[config.mk]
export PLATFORM = sky130hd
export DESIGN_NAME = alu_issue_sequencer
export DESIGN_NICKNAME = d
export VERILOG_FILES = /design/src/rtl/alu_issue_sequencer.sv
export SDC_FILE = /design/constraint.sdc
export NUM_CORES = 1
export LEC_CHECK = 0
export ABC_AREA = 1
export CAP_MARGIN = 15
export CORE_UTILIZATION = 25
export DETAILED_ROUTE_END_ITERATION = 8
export GPL_ROUTABILITY_DRIVEN = 0
export GPL_TIMING_DRIVEN = 0
export PLACE_DENSITY = 0.61
export SYNTH_ARGS = -nofsm -noshare
export SYNTH_HDL_FRONTEND = slang
export SYNTH_SLANG_ARGS = --single-unit
[constraint.sdc]
create_clock -name clk -period 9.4 [get_ports clk]
set_input_delay 1.88 -clock clk [delete_from_list [all_inputs] [get_ports clk]]
set_output_delay 1.88 -clock clk [all_outputs]
set_load 0.03 [all_outputs]
[src/rtl/alu_issue_sequencer.sv]
// Issue/sequencing controller for the execute-stage ALU: single-cycle ops go through
// the external ALU, left shifts iterate one bit per cycle, results wait in HOLD.
module alu_issue_sequencer #(
    parameter int WIDTH   = 64,
    parameter int SHAMT_W = 6,
    parameter int CNT_W   = 16
) (
    input  logic               clk,
    input  logic               reset,
    input  logic               in_valid,
    output logic               in_ready,
    input  logic [3:0]         in_op,
    input  logic [WIDTH-1:0]   in_a,
    input  logic [WIDTH-1:0]   in_b,
    input  logic [4:0]         in_rd,
    output logic [3:0]         alu_op,
    output logic [WIDTH-1:0]   alu_a,
    output logic [WIDTH-1:0]   alu_b,
    input  logic [WIDTH-1:0]   alu_result,
    input  logic               alu_zero,
    output logic               out_valid,
    input  logic               out_ready,
    output logic [WIDTH-1:0]   out_result,
    output logic               out_zero,
    output logic               out_err,
    output logic [4:0]         out_rd,
    output logic               busy,
    output logic [CNT_W-1:0]   op_count
);

    typedef enum logic [1:0] {IDLE, ALU, SHIFT, HOLD} state_t;

    localparam logic [3:0] OP_AND = 4'b0000;
    localparam logic [3:0] OP_OR  = 4'b0001;
    localparam logic [3:0] OP_ADD = 4'b0010;
    localparam logic [3:0] OP_SUB = 4'b0110;
    localparam logic [3:0] OP_SLL = 4'b1000;

    state_t             state_q, state_d;
    logic [3:0]         op_q, op_d;
    logic [WIDTH-1:0]   a_q, a_d, b_q, b_d;
    logic [4:0]         rd_q, rd_d;
    logic [WIDTH-1:0]   sh_q, sh_d;
    logic [SHAMT_W-1:0] cnt_q, cnt_d;
    logic [WIDTH-1:0]   res_q, res_d;
    logic               zero_q, zero_d;
    logic               err_q, err_d;
    logic [CNT_W-1:0]   count_q, count_d;
    logic               op_supported;

    assign op_supported = (op_q == OP_AND) || (op_q == OP_OR) ||
                          (op_q == OP_ADD) || (op_q == OP_SUB);

    always_comb begin
        state_d = state_q;
        op_d    = op_q;
        a_d     = a_q;
        b_d     = b_q;
        rd_d    = rd_q;
        sh_d    = sh_q;
        cnt_d   = cnt_q;
        res_d   = res_q;
        zero_d  = zero_q;
        err_d   = err_q;
        count_d = count_q;
        case (state_q)
            IDLE: begin
                if (in_valid) begin
                    op_d = in_op;
                    a_d  = in_a;
                    b_d  = in_b;
                    rd_d = in_rd;
                    if (in_op == OP_SLL) begin
                        sh_d    = in_a;
                        cnt_d   = in_b[SHAMT_W-1:0];
                        state_d = SHIFT;
                    end else begin
                        state_d = ALU;
                    end
                end
            end
            ALU: begin
                if (op_supported) begin
                    res_d  = alu_result;
                    zero_d = alu_zero;
                    err_d  = 1'b0;
                end else begin
                    res_d  = '0;
                    zero_d = 1'b1;
                    err_d  = 1'b1;
                end
                state_d = HOLD;
            end
            SHIFT: begin
                // Result is published on the edge where the remaining count is already zero.
                if (cnt_q != '0) begin
                    sh_d  = sh_q << 1;
                    cnt_d = cnt_q - SHAMT_W'(1);
                end else begin
                    res_d   = sh_q;
                    zero_d  = (sh_q == '0);
                    err_d   = 1'b0;
                    state_d = HOLD;
                end
            end
            HOLD: begin
                if (out_ready) begin
                    count_d = count_q + CNT_W'(1);
                    state_d = IDLE;
                end
            end
            default: state_d = IDLE;
        endcase
    end

    always_ff @(posedge clk or posedge reset) begin
        if (reset) begin
            state_q <= IDLE;
            op_q    <= '0;
            a_q     <= '0;
            b_q     <= '0;
            rd_q    <= '0;
            sh_q    <= '0;
            cnt_q   <= '0;
            res_q   <= '0;
            zero_q  <= 1'b0;
            err_q   <= 1'b0;
            count_q <= '0;
        end else begin
            state_q <= state_d;
            op_q    <= op_d;
            a_q     <= a_d;
            b_q     <= b_d;
            rd_q    <= rd_d;
            sh_q    <= sh_d;
            cnt_q   <= cnt_d;
            res_q   <= res_d;
            zero_q  <= zero_d;
            err_q   <= err_d;
            count_q <= count_d;
        end
    end

    assign in_ready   = (state_q == IDLE);
    assign busy       = (state_q != IDLE);
    assign out_valid  = (state_q == HOLD);
    assign alu_op     = op_q;
    assign alu_a      = a_q;
    assign alu_b      = b_q;
    assign out_result = res_q;
    assign out_zero   = zero_q;
    assign out_err    = err_q;
    assign out_rd     = rd_q;
    assign op_count   = count_q;

endmodule

## After elaboration in Yosys (flattened, before gate mapping)

Index checks and enable logic that the tools add are counted.

| operators by class | value |
|---|---|
| reductions and logical operators | 15 |
| equality and inequality tests | 12 |
| $lt $le $gt $ge | 0 |
| divide/modulo/power cells | 0 |
| $mul | 0 |
| add/sub/neg operators | 2 |
| bitwise operators | 0 |
| shifts and indexed selects | 0 |
| muxes and demuxes | 22 |

Operator list:

| operator | number |
|---|---|
| $mux W64 | 5 |
| $pmux W64 S2 | 2 |
| $logic_not A64 Y1 | 1 |
| $mux W6 | 3 |
| $add A16 B1 Y16 const B | 1 |
| $pmux W6 S2 | 1 |
| $mux W2 | 4 |
| $pmux W2 S4 | 1 |
| $ne A2 B2 Y1 const B | 3 |
| $reduce_and A2 Y1 | 3 |
| $reduce_bool A2 Y1 | 3 |
| $reduce_bool A6 Y1 | 1 |
| $sub A6 B1 Y6 const B | 1 |
| $eq A2 B2 Y1 const B | 2 |
| $eq A4 B1 Y1 const B | 1 |
| $eq A4 B2 Y1 const B | 1 |
| $eq A4 B3 Y1 const B | 1 |
| $eq A4 B4 Y1 const B | 1 |
| $logic_not A4 Y1 | 1 |
| $mux W1 | 4 |
| $ne A2 B1 Y1 const B | 2 |
| $pmux W1 S2 | 2 |
| $reduce_and A4 Y1 | 1 |
| $logic_or A1 B1 Y1 | 3 |
| other kinds (3) | 3 |

| storage, ports and cells | value |
|---|---|
| memories kept | 0 |
| output and inout bits | 222 |
| bits in latches | 0 |
| register bits | 291 |
| logic and storage cells | 62 |
| input bits | 206 |
| memory bits (read-only) | 0 |
| bits in writable memories | 0 |

## Logic depth before layout (Yosys ltp)

| depth | value |
|---|---|
| word-level depth | 6 |
| depth in mapped cells | 10 |
| mapped depth without buffers | 9 |

## Worst setup path before layout

Ideal clock, no wire load.

| timing path | value |
|---|---|
| path kind | reg-to-output |
| from | register state_q[0] |
| to | output busy |
| buffers on the path | 0 |
| slack | 6.387 ns |
| stages on the path, launching flop included | 4 |
| arrival | 1.133 ns |
| data required time | 7.520 ns |
| path through | dfrtp_1 inv_1 ha_1 inv_1 |

| on the way | value |
|---|---|
| longest elaborated chain between the ends | 1 |

Ends and longest elaborated chain:

| element | RTL line | RTL |
|---|---|---|
| start: declaration | 39 | `state_t state_q, state_d;` |
| start signal: assignment | 130 | `state_q <= state_d;` |
| $reduce_bool A2 Y1 | 145 | `assign busy = (state_q != IDLE);` |
| end: declaration | 27 | `output logic busy,` |

Every way passes these cells.

## Worst setup path in the final report

Same ends and word-level chain as after synthesis.

==> results.yml <==
route:
  drt_iter0_drc: 650
  drt_first_pass_iters: 5
  wl_per_cell_um: 18.6
  ant_nets: 0
  wl_mm: 47.5
  viasPerCell: 4.48
  drc: 0
  routed-via-count: 11480
global_route:
  track_usage: 0.177
  grt_pass1_wl_mm: 72.0
  grt_max_degree: 42
  antenna_found_initial: 3
  overflow: 0
  grt_pass1_vias: 11864
critical_path:
  critPathMaxStageDelay_ns: 0.72
  crit_type: "register to primary output"
  critPathArrivalTime_ns: 2.11
  critPathMaxFanout: 6
  crit_chain: "inv_1 > ha_1 > inv_1 > clkdlybuf4s50_1"
  cp.required_ns: 7.52
  start_kind: "register"
  reg2reg_slack_ns: 6.63
  endpoint_kind: "primary output"
  path_common_cell: "inv_1"
  slowest_stage: "clkdlybuf4s50_1"
logic_synthesis:
  synthDistinctLibCells: 29
  syn-num-nets: 1587
  ys_seq_elements: 291
  synth-xor-area-share: 0.00995
  yosys.area.top_type_share: 0.552
  synth_top_area_cell: "dfrtp_1"
  synth_simple_gate_area_share: 0.182
  synth-seq-area-share: 0.552
  synth_top_family_by_area: "simple AND/OR/NAND/NOR gates"
  ys_warn_count: 0
  synth_compound_gate_area_share: 0.125
  syn-instance-count: 1375
  ys_top_cells_by_area: "dfrtp_1, nand2_1, o21ai_0"
  avgSynthCellArea_sq_um: 9.60
  syn-cell-area_sq_mm: 0.0132
  muxShareOfSynthArea: 0.0580
  yosys.area_share.adder: 0.00569
outcome:
  outcome: "finished clean"
timing:
  tightest_slew_ns: 0.793
  fmax_mhz: 251
  skew_ns: 0.0142
  finalSetupTns_ns: 0
  timing.final.crit_share: 0.425
  slew_violations: 0
  holdWs_ns: 0.469
  layout_min_cycle_time_ns: 3.99
  rsz0062_at_grt: "false"
  relSlewSlack: 0.470
  finalHoldViolCount: 0
  setup_viol: 0
floorplan:
  pin_count: 428
  core_area_sq_mm: 0.0517
  num_rows: 83
  dieArea_sq_mm: 0.0537
  initial_utilization: 0.255
  dieWidth_um: 232
  dieHeight_um: 232
worst_hold_path:
  hold_path_class: "register to register"
pwr:
  power_density_mw_per_mm2: 420
  ir_drop_v: 0.000262
  power.leakage_nw: 8.65
clock_network:
  cts_setup_buffers: 0
  cts_tree: "done"
  cts_buffer_depth: 3
  cts_root_buf: "clkbuf_16"
  cts_made_buffers: 37
  post_cts_resized: 0
  htree_levels: 2
  cts.sinks: 291
  clkTransAtPathRegs_ns: 0.06
  clk_latency_ns: 0.55
  hold_buffers: 0
place:
  port_buffers: 427
  place_hpwl_mm: 36.9
final_layout:
  nets: 2060
  drive_above_1_share: 0.131
  area_growth_pct: 49.4
job:
  drv_cap: 0
per-stage QoR:
stage	setup slack, ns	cell area, sq um	util	total power (W)	cells
global route	5.29	19700	0.381	0.00882	2558
detailed placement	5.34	18500	0.357	0.00689	2489
floorplan	3.66	13200	-	0.00511	1375
finish	5.41	19700	0.381	0.00827	2561
global placement	1.39	18300	0.354	0.00680	2482
CTS	5.36	19700	0.381	0.00838	2557
layer usage:
layer / routed length, um / track usage / up-vias
li1: - / - / 5493
met1: 21200 / 0.232 / 5581
met2: 22300 / 0.287 / 332
met3: 2810 / 0.0381 / 72
met4: 1180 / 0.0590 / 2
met5: 13 / 0 / -
cells in the final DEF (no fill, tap or decap), drive strengths merged:
cell	count
clkdlybuf4s50	427
nand2	373
dfrtp	291
o21ai	156
nor2	124
inv	103
buf	75
clkbuf	71
nand4	70
mux2	68
a31oi	63
nand3	12
xor2	9
clkinv	9
a21oi	6
xnor2	6
ha	6
diode	4
nor3	3
clkinvlp	2
o211ai	1
o21a	1
bufinv	1
cells in the mapped netlist:
cell and count:
nand2_1 369, nor2_2 4, nand3_1 11, xor2_1 9
a31oi_4 29, inv_1 98, nand4_1 70, ha_1 6
inv_6 1, o211ai_1 1, buf_12 4, a21oi_1 6
dfrtp_1 291, xnor2_1 6, nor2_1 120, buf_1 2
inv_2 2, o21a_1 1, buf_2 48, mux2_2 68
nor3_1 3, o21ai_1 3, a31oi_1 34, o21ai_0 153
nand2_2 3, nand3_2 1, nand2_4 1, clkbuf_1 17
buf_4 14
worst paths after layout:
| path | from | to | cells after the start |
|---|---|---|---|
| worst min register to register | op_count[15] | op_count[15] | 1 |
| max in group asynchronous | reset | sh_q[33] | 5 |
| worst max register to register | state_q[0] | out_result[59] | 7 |
| worst min-delay path | op_count[15] | op_count[15] | 1 |
| min in group asynchronous | reset | alu_b[49] | 2 |
| worst max-delay path | state_q[0] | busy | 4 |
state kept, by name (all words and copies together), names as in the netlist:
signal / flops
sh_q: 64
out_err: 1
cnt_q: 6
alu_a: 64
out_rd: 5
alu_b: 64
op_count: 16
alu_op: 4
out_result: 64
state_q: 2
out_zero: 1
kinds of logic (layout without fill, tap and decap cells):
group | count (synthesis) | in the layout
xor gates and xnor gates | 15 | 15
other | 0 | 4
buffers and inverters | 186 | 688
muxes | 68 | 68
adders and majority gates | 6 | 6
and+or+nand+nor | 582 | 582
DFF | 291 | 291
AOI/OAI and AO/OA | 227 | 227
final cells by class:
class / count / area (sq um)
Timing Repair Buffer: 434 / 4410
Tap cell: 680 / 851
Fill cell: 5195 / 32000
Clock inverter: 14 / 111
Buffer: 85 / 497
Antenna cell: 4 / 10.0
Clock buffer: 54 / 1130
Multi-Input combinational cell: 898 / 5040
Inverter: 101 / 388
Sequential cell: 291 / 7280
power breakdown:
group | internal, W | total (W) | leakage [nW] | switching [W]
clock | 0.000867 | 0.00144 | 0.623 | 0.000574
combinational | 0.00182 | 0.00459 | 4.47 | 0.00277
sequential | 0.00188 | 0.00225 | 3.56 | 0.000369
critical path, delay by kind of cell, from the launching register on:
kind	cells	cell delay (ns)
adder cells (fa/ha/maj)	1	0.28
buffers and inverters	3	0.94
flip-flops	1	0.35
No activity file was read; power rests on OpenSTA's default activity.
